File: config.mk
export PLATFORM = sky130hd
export DESIGN_NAME = fat32_bpb_parser_flat
export DESIGN_NICKNAME = d
export VERILOG_FILES = /design/src/rtl/fat32_pkg.sv /design/src/rtl/fat32_bpb_parser_if.sv /design/src/rtl/fat32_bpb_parser.sv /design/src/flat_wrapper.sv
export SDC_FILE = /design/constraint.sdc
export NUM_CORES = 1
export LEC_CHECK = 0
export CAP_MARGIN = 30
export CORE_AREA = 8 8 170 172
export CTS_CLUSTER_SIZE = 10
export DETAILED_ROUTE_END_ITERATION = 10
export DIE_AREA = 0 0 178 180
export PLACE_DENSITY = 0.84
export SYNTH_ARGS = -nofsm -noshare
export SYNTH_HDL_FRONTEND = slang
export SYNTH_SLANG_ARGS = --single-unit
File: constraint.sdc
create_clock -name clk -period 9 [get_ports clk]
set_input_delay 2.25 -clock clk [delete_from_list [all_inputs] [get_ports clk]]
set_output_delay 2.25 -clock clk [all_outputs]
set_load 0.01 [all_outputs]
File: src/rtl/fat32_pkg.sv
// FAT32 boot-sector layout constants and parser state encoding.
// Offsets are byte positions within the 512-byte volume boot record.
package fat32_pkg;

  localparam logic [9:0] OFS_BPS      = 10'd11;
  localparam logic [9:0] OFS_SPC      = 10'd13;
  localparam logic [9:0] OFS_RSVD     = 10'd14;
  localparam logic [9:0] OFS_NFATS    = 10'd16;
  localparam logic [9:0] OFS_FATSZ    = 10'd36;
  localparam logic [9:0] OFS_ROOTCLUS = 10'd44;
  localparam logic [9:0] OFS_SIG      = 10'd510;

  localparam logic [7:0] SIG_LO = 8'h55;
  localparam logic [7:0] SIG_HI = 8'hAA;

  typedef enum logic [2:0] {
    IDLE,
    CAPTURE,
    CHECK,
    CALC,
    DONE
  } bpb_state_t;

endpackage

File: src/rtl/fat32_bpb_parser_if.sv
// Byte stream from the SD controller into the BPB parser.
// master = SD controller side, slave = parser side.
interface fat32_bpb_parser_if;
  logic [7:0] incoming_byte;
  logic       finished_byte;
  logic       finished_block;

  modport master (
    output incoming_byte,
    output finished_byte,
    output finished_block
  );

  modport slave (
    input incoming_byte,
    input finished_byte,
    input finished_block
  );
endinterface

File: src/rtl/fat32_bpb_parser.sv
// Extracts FAT32 BPB fields from the boot sector stream and
// derives the first-FAT and cluster-2 LBAs with one shared adder.
module fat32_bpb_parser
  import fat32_pkg::*;
#(
  parameter int SECTOR_BYTES = 512
) (
  input  logic        clk,
  input  logic        rst,
  input  logic        start,
  input  logic [31:0] partition_lba,
  fat32_bpb_parser_if.slave sd,
  output logic        busy,
  output logic        done,
  output logic        valid,
  output logic        error,
  output logic [15:0] bytes_per_sector,
  output logic [7:0]  sectors_per_cluster,
  output logic [15:0] reserved_sectors,
  output logic [7:0]  num_fats,
  output logic [31:0] fat_size,
  output logic [31:0] root_cluster,
  output logic [31:0] fat_begin_lba,
  output logic [31:0] cluster_begin_lba
);

  localparam logic [9:0]  NBYTES = 10'(SECTOR_BYTES);
  localparam logic [15:0] BPS_OK = 16'(SECTOR_BYTES);

  bpb_state_t  state;
  bpb_state_t  state_nxt;
  logic [9:0]  idx;
  logic [31:0] plba;
  logic [7:0]  sig_lo;
  logic [7:0]  sig_hi;
  logic [7:0]  cnt;
  logic        chk_ok;
  logic        spc_pow2;
  logic [31:0] add_a;
  logic [31:0] add_b;
  logic [31:0] sum;

  always_comb begin
    spc_pow2 = (sectors_per_cluster != 8'd0) &&
      ((sectors_per_cluster &
        (sectors_per_cluster - 8'd1)) == 8'd0);
    chk_ok = (idx == NBYTES) &&
      (sig_lo == SIG_LO) &&
      (sig_hi == SIG_HI) &&
      (bytes_per_sector == BPS_OK) &&
      spc_pow2 &&
      (num_fats != 8'd0);
  end

  // CHECK seeds with partition+reserved; CALC accumulates fat_size.
  always_comb begin
    add_a = cluster_begin_lba;
    add_b = fat_size;
    if (state == CHECK) begin
      add_a = plba;
      add_b = {16'd0, reserved_sectors};
    end
    sum = add_a + add_b;
  end

  always_comb begin
    state_nxt = state;
    unique case (state)
      IDLE:    if (start) state_nxt = CAPTURE;
      CAPTURE: if (sd.finished_block) state_nxt = CHECK;
      CHECK:   state_nxt = chk_ok ? CALC : DONE;
      CALC:    if (cnt == 8'd1) state_nxt = DONE;
      DONE:    state_nxt = IDLE;
      default: state_nxt = IDLE;
    endcase
  end

  always_comb begin
    busy = (state == CAPTURE) ||
           (state == CHECK) ||
           (state == CALC);
    done = (state == DONE);
  end

  always_ff @(posedge clk or posedge rst) begin
    if (rst) state <= IDLE;
    else     state <= state_nxt;
  end

  always_ff @(posedge clk or posedge rst) begin
    if (rst) begin
      idx                 <= '0;
      plba                <= '0;
      sig_lo              <= '0;
      sig_hi              <= '0;
      cnt                 <= '0;
      valid               <= 1'b0;
      error               <= 1'b0;
      bytes_per_sector    <= '0;
      sectors_per_cluster <= '0;
      reserved_sectors    <= '0;
      num_fats            <= '0;
      fat_size            <= '0;
      root_cluster        <= '0;
      fat_begin_lba       <= '0;
      cluster_begin_lba   <= '0;
    end else begin
      unique case (state)
        IDLE: begin
          if (start) begin
            idx                 <= '0;
            plba                <= partition_lba;
            sig_lo              <= '0;
            sig_hi              <= '0;
            cnt                 <= '0;
            valid               <= 1'b0;
            error               <= 1'b0;
            bytes_per_sector    <= '0;
            sectors_per_cluster <= '0;
            reserved_sectors    <= '0;
            num_fats            <= '0;
            fat_size            <= '0;
            root_cluster        <= '0;
            fat_begin_lba       <= '0;
            cluster_begin_lba   <= '0;
          end
        end
        CAPTURE: begin
          if (sd.finished_byte && (idx < NBYTES)) begin
            idx <= idx + 10'd1;
            case (idx)
              OFS_BPS:
                bytes_per_sector[7:0] <= sd.incoming_byte;
              OFS_BPS + 10'd1:
                bytes_per_sector[15:8] <= sd.incoming_byte;
              OFS_SPC:
                sectors_per_cluster <= sd.incoming_byte;
              OFS_RSVD:
                reserved_sectors[7:0] <= sd.incoming_byte;
              OFS_RSVD + 10'd1:
                reserved_sectors[15:8] <= sd.incoming_byte;
              OFS_NFATS:
                num_fats <= sd.incoming_byte;
              OFS_FATSZ:
                fat_size[7:0] <= sd.incoming_byte;
              OFS_FATSZ + 10'd1:
                fat_size[15:8] <= sd.incoming_byte;
              OFS_FATSZ + 10'd2:
                fat_size[23:16] <= sd.incoming_byte;
              OFS_FATSZ + 10'd3:
                fat_size[31:24] <= sd.incoming_byte;
              OFS_ROOTCLUS:
                root_cluster[7:0] <= sd.incoming_byte;
              OFS_ROOTCLUS + 10'd1:
                root_cluster[15:8] <= sd.incoming_byte;
              OFS_ROOTCLUS + 10'd2:
                root_cluster[23:16] <= sd.incoming_byte;
              OFS_ROOTCLUS + 10'd3:
                root_cluster[31:24] <= sd.incoming_byte;
              OFS_SIG:
                sig_lo <= sd.incoming_byte;
              OFS_SIG + 10'd1:
                sig_hi <= sd.incoming_byte;
              default: ;
            endcase
          end
        end
        CHECK: begin
          if (chk_ok) begin
            fat_begin_lba     <= sum;
            cluster_begin_lba <= sum;
            cnt               <= num_fats;
          end else begin
            error <= 1'b1;
          end
        end
        CALC: begin
          cluster_begin_lba <= sum;
          cnt               <= cnt - 8'd1;
          if (cnt == 8'd1) valid <= 1'b1;
        end
        DONE: ;
        default: ;
      endcase
    end
  end

endmodule

File: src/flat_wrapper.sv
// flat-port wrapper written by rule: the top's interface ports become plain ports
module fat32_bpb_parser_flat import fat32_pkg::*;
#(
  parameter int SECTOR_BYTES = 512
)
  (clk, rst, start, partition_lba, busy, done, valid, error, bytes_per_sector, sectors_per_cluster, reserved_sectors, num_fats, fat_size, root_cluster, fat_begin_lba, cluster_begin_lba, sd_incoming_byte, sd_finished_byte, sd_finished_block);
  fat32_bpb_parser_if sd_i ();
  input  logic clk;
  input  logic rst;
  input  logic start;
  input  logic [31:0] partition_lba;
  output logic busy;
  output logic done;
  output logic valid;
  output logic error;
  output logic [15:0] bytes_per_sector;
  output logic [7:0] sectors_per_cluster;
  output logic [15:0] reserved_sectors;
  output logic [7:0] num_fats;
  output logic [31:0] fat_size;
  output logic [31:0] root_cluster;
  output logic [31:0] fat_begin_lba;
  output logic [31:0] cluster_begin_lba;
  input wire logic [$bits(sd_i.incoming_byte)-1:0] sd_incoming_byte;
  input wire logic [$bits(sd_i.finished_byte)-1:0] sd_finished_byte;
  input wire logic [$bits(sd_i.finished_block)-1:0] sd_finished_block;
  assign sd_i.incoming_byte = sd_incoming_byte;
  assign sd_i.finished_byte = sd_finished_byte;
  assign sd_i.finished_block = sd_finished_block;
  fat32_bpb_parser #(.SECTOR_BYTES(SECTOR_BYTES)) u_core (.clk(clk), .rst(rst), .start(start), .partition_lba(partition_lba), .sd(sd_i), .busy(busy), .done(done), .valid(valid), .error(error), .bytes_per_sector(bytes_per_sector), .sectors_per_cluster(sectors_per_cluster), .reserved_sectors(reserved_sectors), .num_fats(num_fats), .fat_size(fat_size), .root_cluster(root_cluster), .fat_begin_lba(fat_begin_lba), .cluster_begin_lba(cluster_begin_lba));
endmodule
==> flow_summary.ini, run 1 <==
[job]
maxCapViolations = 0

[routing]
totalWireLength_mm = 37.5
dr.pass1.iters = 5
wire_per_inst_um = 20.9
drc = 0
vias = 10600
vias_per_cell = 5.90
drt_iter0_drc = 904
drtAntennaViolNets = 0

[setup_path]
cpMaxStageDelayCell = nor2_4
crit_arrival_ps = 5640
setup.worst_path.start_class = register
cpLargestDelayFamily = compound AO/OA/AOI/OAI gates
critPathCaptureType = register
cpPeakStageDelay_ps = 830
path_max_fanout = 34
criticalPathCategory = register to register
crit_chain = nand2b_1 -> buf_4 -> nor2_4 -> mux2_2 -> ha_1 -> a21o_1 -> a21oi_1 -> o21ai_0 -> a41oi_1 -> o21bai_1 -> a211oi_1 -> o21ai_0 -> xnor2_1 -> o21ai_0
cp.buffers_inverters = 1
crit_top_cell = o21ai_0
required_ps = 9420

[clock_tree]
postCtsSetupRepairBufs = 0
clock_path_buffers = 3
path_clk_slew_ps = 60
cts_tree = done
cts_root_buf = clkbuf_16
cts-buffers-inserted = 29
htree_levels = 1
clkLatencyLatePin_ps = 550
cts_hold_buffers = 0
clock_sinks = 247
cts_resized = 0

[sta]
slew_headroom = 0.294
finalSetupTns_ps = 0
fin_crit_ps = 5230
hold_viol = 0
finClkSkew_ps = 21.0
fmax_ghz = 0.191
setup_viol = 0
setup_slack_ps = 3770
worstMarginPinSlew_ps = 1060
slew_violations = 0
fin_crit_sh = 0.581
grt_setup_unrepaired = no

[finish]
finish.utilization = 0.592
areaGrowthSynthToFinish_pct = 26.6
multi_input_area_mm2 = 0.00575
seqCellArea_mm2 = 0.00618
drive_above_1_share = 0.110
nFillCells = 2143
diodes = 0
stdcell_count = 1793
nNetsFinal = 1528
final_common_cell = dfrtp_1
layout_common_cells = dfrtp_1 (247), clkdlybuf4s50_1 (224), nand2_1 (173)

[logic_synthesis]
synthFlopType = dfrtp_1
netlist.area_leader.share = 0.501
syn_area_per_cell_um2 = 9.79
ys_warn_count = 0
synth_edf_count = 0
syn_inst = 1260
synth_area_leaders = dfrtp_1 (50%), mux2_2 (7.2%), o21ai_0 (6.7%)
async_flop_share = 1.00
ys_types = 60
seq_area_frac_synth = 0.501
ys_ff_latch = 247
synth_top_cell_by_area = dfrtp_1
syn-num-nets = 1343
netlist_area_mm2 = 0.0123

[worst_hold_path]
hold_path_class = register to register

[placement]
post-dp-hpwl_mm = 26.1
place_ws_ps = 3870
placed_cells = 1755
globalplace.congestion = 0.913
io_buffers = 224

[global_route]
gr-total-overflow = 0
grt_first_pass_wirelength_mm = 58.9
grt_max_degree = 190
antenna_found_initial = 0
first_global_vias = 10600
grt_usage = 0.228

[power_and_ir_drop]
swShare = 0.363
leakagePower_uw = 0.00685
p_int_uw = 2360
p_total_uw = 3710
clkPwrFrac = 0.283
combPwrFrac = 0.334
irDropWorstVdd_mv = 0.201
pwr-share-seq = 0.383
pwr_density_cell_mw_per_mm2 = 238
switching_power_uw = 1350

[floorplan]
die-area_mm2 = 0.0320
coreArea_mm2 = 0.0264
fp.dieH_um = 180
die_x_um = 178
start_util = 0.468
io_pins = 225
rows = 60

[outcome]
status = complete, no violations
## synthesized netlist by cell type (6+ instances only)
master,n
dfrtp_1,247
nand2_1,173
o21ai_0,164
nand3_1,153
mux2_2,79
clkbuf_1,62
nor2_1,49
ha_1,37
a21oi_1,31
xor2_1,20
nor2b_1,18
xnor2_1,18
inv_1,17
o31ai_2,16
nand4_1,15
a21o_1,12
nor3_1,12
nor4_1,11
and2_1,9
a211oi_1,8
nor4bb_1,8
o21ai_1,8
buf_1,7
a31oi_1,6
buf_2,6
buf_6,6
## metal layers
| metal | global-route usage | vias to the layer above | part of all wire |
|---|---|---|---|
| met5 | 0 | - | 0 |
| li1 | - | 4843 | - |
| met2 | 0.354 | 449 | 0.46 |
| met4 | 0.0781 | 0 | 0.034 |
| met3 | 0.0694 | 80 | 0.099 |
| met1 | 0.297 | 5212 | 0.41 |
## power groups by stage
stage | Combinational (uW) | Sequential, uW | Clock (uW)
4_1_cts | 1240 | 1420 | 1060
3_3_place_gp | 1180 | 1420 | 0
5_1_grt | 1340 | 1440 | 1100
2_1_floorplan | 803 | 1420 | 0
6_report | 1240 | 1420 | 1050
3_5_place_dp | 1230 | 1430 | 0
## logic make-up after synthesis
group / synth area share
xor+xnor: 0.0270
buf+inv: 0.0341
compound gates: 0.138
fa+ha+maj: 0.0392
simple gates: 0.188
mux: 0.0729
flops: 0.501
## through the flow
stage | instance area, um2 | hold WS, ps
2_1_floorplan | 12300 | 440
3_5_place_dp | 14800 | 458
4_1_cts | 15600 | 472
5_1_grt | 15600 | 489
3_3_place_gp | 14700 | 454
6_report | 15600 | 472
## area by class of cell
type	instances	area share
repair buffers	235	0.152
clock buffers	37	0.0516
inverters	17	0.00433
multi-input cells	915	0.368
flip-flops and latches	247	0.396
clock inverters	1	0.000561
well taps	341	0.0273
## state kept, by name, summed over array words and instances (netlist names), 10 cells and up
signal,flops
u_core.bytes_per_sector,16
u_core.fat_begin_lba,32
u_core.reserved_sectors,16
u_core.root_cluster,32
u_core.plba,32
u_core.fat_size,32
u_core.cluster_begin_lba,32
u_core.idx,10
## worst register-to-register path, stage by stage, from the launching register on
cell and delay, ps:
dfrtp_1 500, nand2b_1 210, buf_4 240, nor2_4 830
mux2_2 450, ha_1 300, a21o_1 200, a21oi_1 300
o21ai_0 240, a41oi_1 580, o21bai_1 230, a211oi_1 470
o21ai_0 220, xnor2_1 210, o21ai_0 110
## final timing paths
check	endpoint	startpoint	depth (start not counted)	slack [ps]
worst max register to register	u_core.cluster_begin_lba[21]	u_core.state[2]	14	3770
worst max-delay path	u_core.cluster_begin_lba[21]	u_core.state[2]	14	3770
worst min-delay path	u_core.plba[7]	u_core.plba[7]	2	470
min in group asynchronous	u_core.plba[23]	rst	3	2300
max in group asynchronous	u_core.root_cluster[4]	rst	4	5200
worst min register to register	u_core.plba[7]	u_core.plba[7]	2	470
No activity file was read; power rests on OpenSTA's default activity.
==> run 2, diff against run 1 <==
==> constraint.sdc (replaced) <==
create_clock -name clk -period 4.55 [get_ports clk]
set_input_delay 1.1375 -clock clk [delete_from_list [all_inputs] [get_ports clk]]
set_output_delay 1.1375 -clock clk [all_outputs]
set_load 0.01 [all_outputs]
==> run 2 against run 1 <==
Net effect: largest power group unchanged; die area did not move; design area up 0.87%; sequential cell count stayed put; utilization up 0.52 points.
==> flow_summary.ini, run 2 (synthesis results as in run 1) <==
[finish]
final_common_cell = dfrtp_1
areaGrowthSynthToFinish_pct = 27.7
layout_common_cells = dfrtp_1 (247), clkdlybuf4s50_1 (224), nand2_1 (173)
nNetsFinal = 1532
diodes = 0
finish.utilization = 0.598
drive_above_1_share = 0.113

[clock_tree]
cts-buffers-inserted = 30
htree_levels = 1
path_clk_slew_ps = 60
cts_hold_buffers = 0
cts_resized = 0
clkLatencyLatePin_ps = 550
postCtsSetupRepairBufs = 0
cts_tree = done
cts_root_buf = clkbuf_16
clock_sinks = 247
clock_path_buffers = 3

[routing]
drc = 0
wire_per_inst_um = 21.1
vias_per_cell = 5.85
drtAntennaViolNets = 0
drt_iter0_drc = 895
vias = 10500
totalWireLength_mm = 38.0
dr.pass1.iters = 5

[floorplan]
die-area_mm2 = 0.0320
rows = 60
die_x_um = 178
start_util = 0.468
io_pins = 225
coreArea_mm2 = 0.0264
fp.dieH_um = 180

[setup_path]
cpMaxStageDelayCell = dfrtp_1
cpLargestDelayFamily = compound AO/OA/AOI/OAI gates
crit_arrival_ps = 4640
setup.worst_path.start_class = register
critPathCaptureType = register
crit_chain = nand2b_1 -> nor2_4 -> buf_4 -> mux2_2 -> ha_1 -> nor2b_1 -> o31a_1 -> o211ai_1 -> a21oi_1 -> o31ai_1 -> o31ai_1 -> a221oi_1 -> xor2_1 -> o21ai_0
cp.buffers_inverters = 1
crit_top_cell = o31ai_1
cpPeakStageDelay_ps = 460
path_max_fanout = 16
required_ps = 4960
criticalPathCategory = register to register

[sta]
fin_crit_ps = 4230
slew_violations = 0
finalSetupTns_ps = 0
fin_crit_sh = 0.930
worstMarginPinSlew_ps = 813
hold_viol = 0
setup_viol = 0
fmax_ghz = 0.236
finClkSkew_ps = 8.45
grt_setup_unrepaired = no
slew_headroom = 0.458

[placement]
globalplace.congestion = 0.908
io_buffers = 224
post-dp-hpwl_mm = 26.7

[global_route]
gr-total-overflow = 0
grt_usage = 0.232
grt_first_pass_wirelength_mm = 60.0
grt_max_degree = 186
first_global_vias = 10600
antenna_found_initial = 1

[power_and_ir_drop]
leakagePower_uw = 0.00691
pwr_density_cell_mw_per_mm2 = 477
irDropWorstVdd_mv = 0.462
p_total_uw = 7510

[worst_hold_path]
hold_path_class = register to register

[outcome]
status = complete, no violations

[job]
maxCapViolations = 0
==> run 2: area by class of cell <==
type                            count  area [um2]
Timing Repair Buffer              238        2420
Clock inverter                      4        70.1
Sequential cell                   247        6180
Clock buffer                       37         828
Multi-Input combinational cell    915        5750
Inverter                           17        67.6
Tap cell                          341         427
Fill cell                        2090       10600
==> run 2: worst min-delay path: cells and delay by family, from the launching register on <==
kind	cells	cell delay, ps
flops	1	340
simple gates	2	100
==> run 2: routing by layer <==
metal / routed length (um) / vias to the layer above / track usage
li1: - / 4846 / -
met1: 15500 / 5151 / 0.302
met2: 17400 / 425 / 0.364
met3: 3710 / 94 / 0.0662
met4: 1340 / 2 / 0.0781
met5: 15 / - / 0
==> run 2: final timing paths <==
path / start / to / slack, ps / cells after the start
min in group asynchronous: rst / u_core.plba[25] / 1080 / 2
max reg2reg: u_core.state[2] / u_core.cluster_begin_lba[30] / 320 / 14
max in group asynchronous: rst / u_core.root_cluster[18] / 2580 / 3
min reg2reg: u_core.plba[11] / u_core.plba[11] / 470 / 2
min: u_core.plba[11] / u_core.plba[11] / 470 / 2
max: u_core.state[2] / u_core.cluster_begin_lba[30] / 320 / 14
==> run 2: where the power goes <==
part | leakage [uW] | internal, uW | switching, uW
sequential | 0.00337 | 2550 | 264
clock | 0.000443 | 1360 | 873
combinational | 0.00310 | 921 | 1530
total | 0.00691 | 4840 | 2670
==> run 2: stage by stage <==
step,hold WS (ps),instance area (um2),cells,setup WS (ps)
floorplan,440,12300,1260,167
global placement,455,14800,1757,513
detailed placement,458,14900,1758,394
CTS,477,15700,1799,372
global route,482,15700,1799,141
finish,471,15700,1799,320
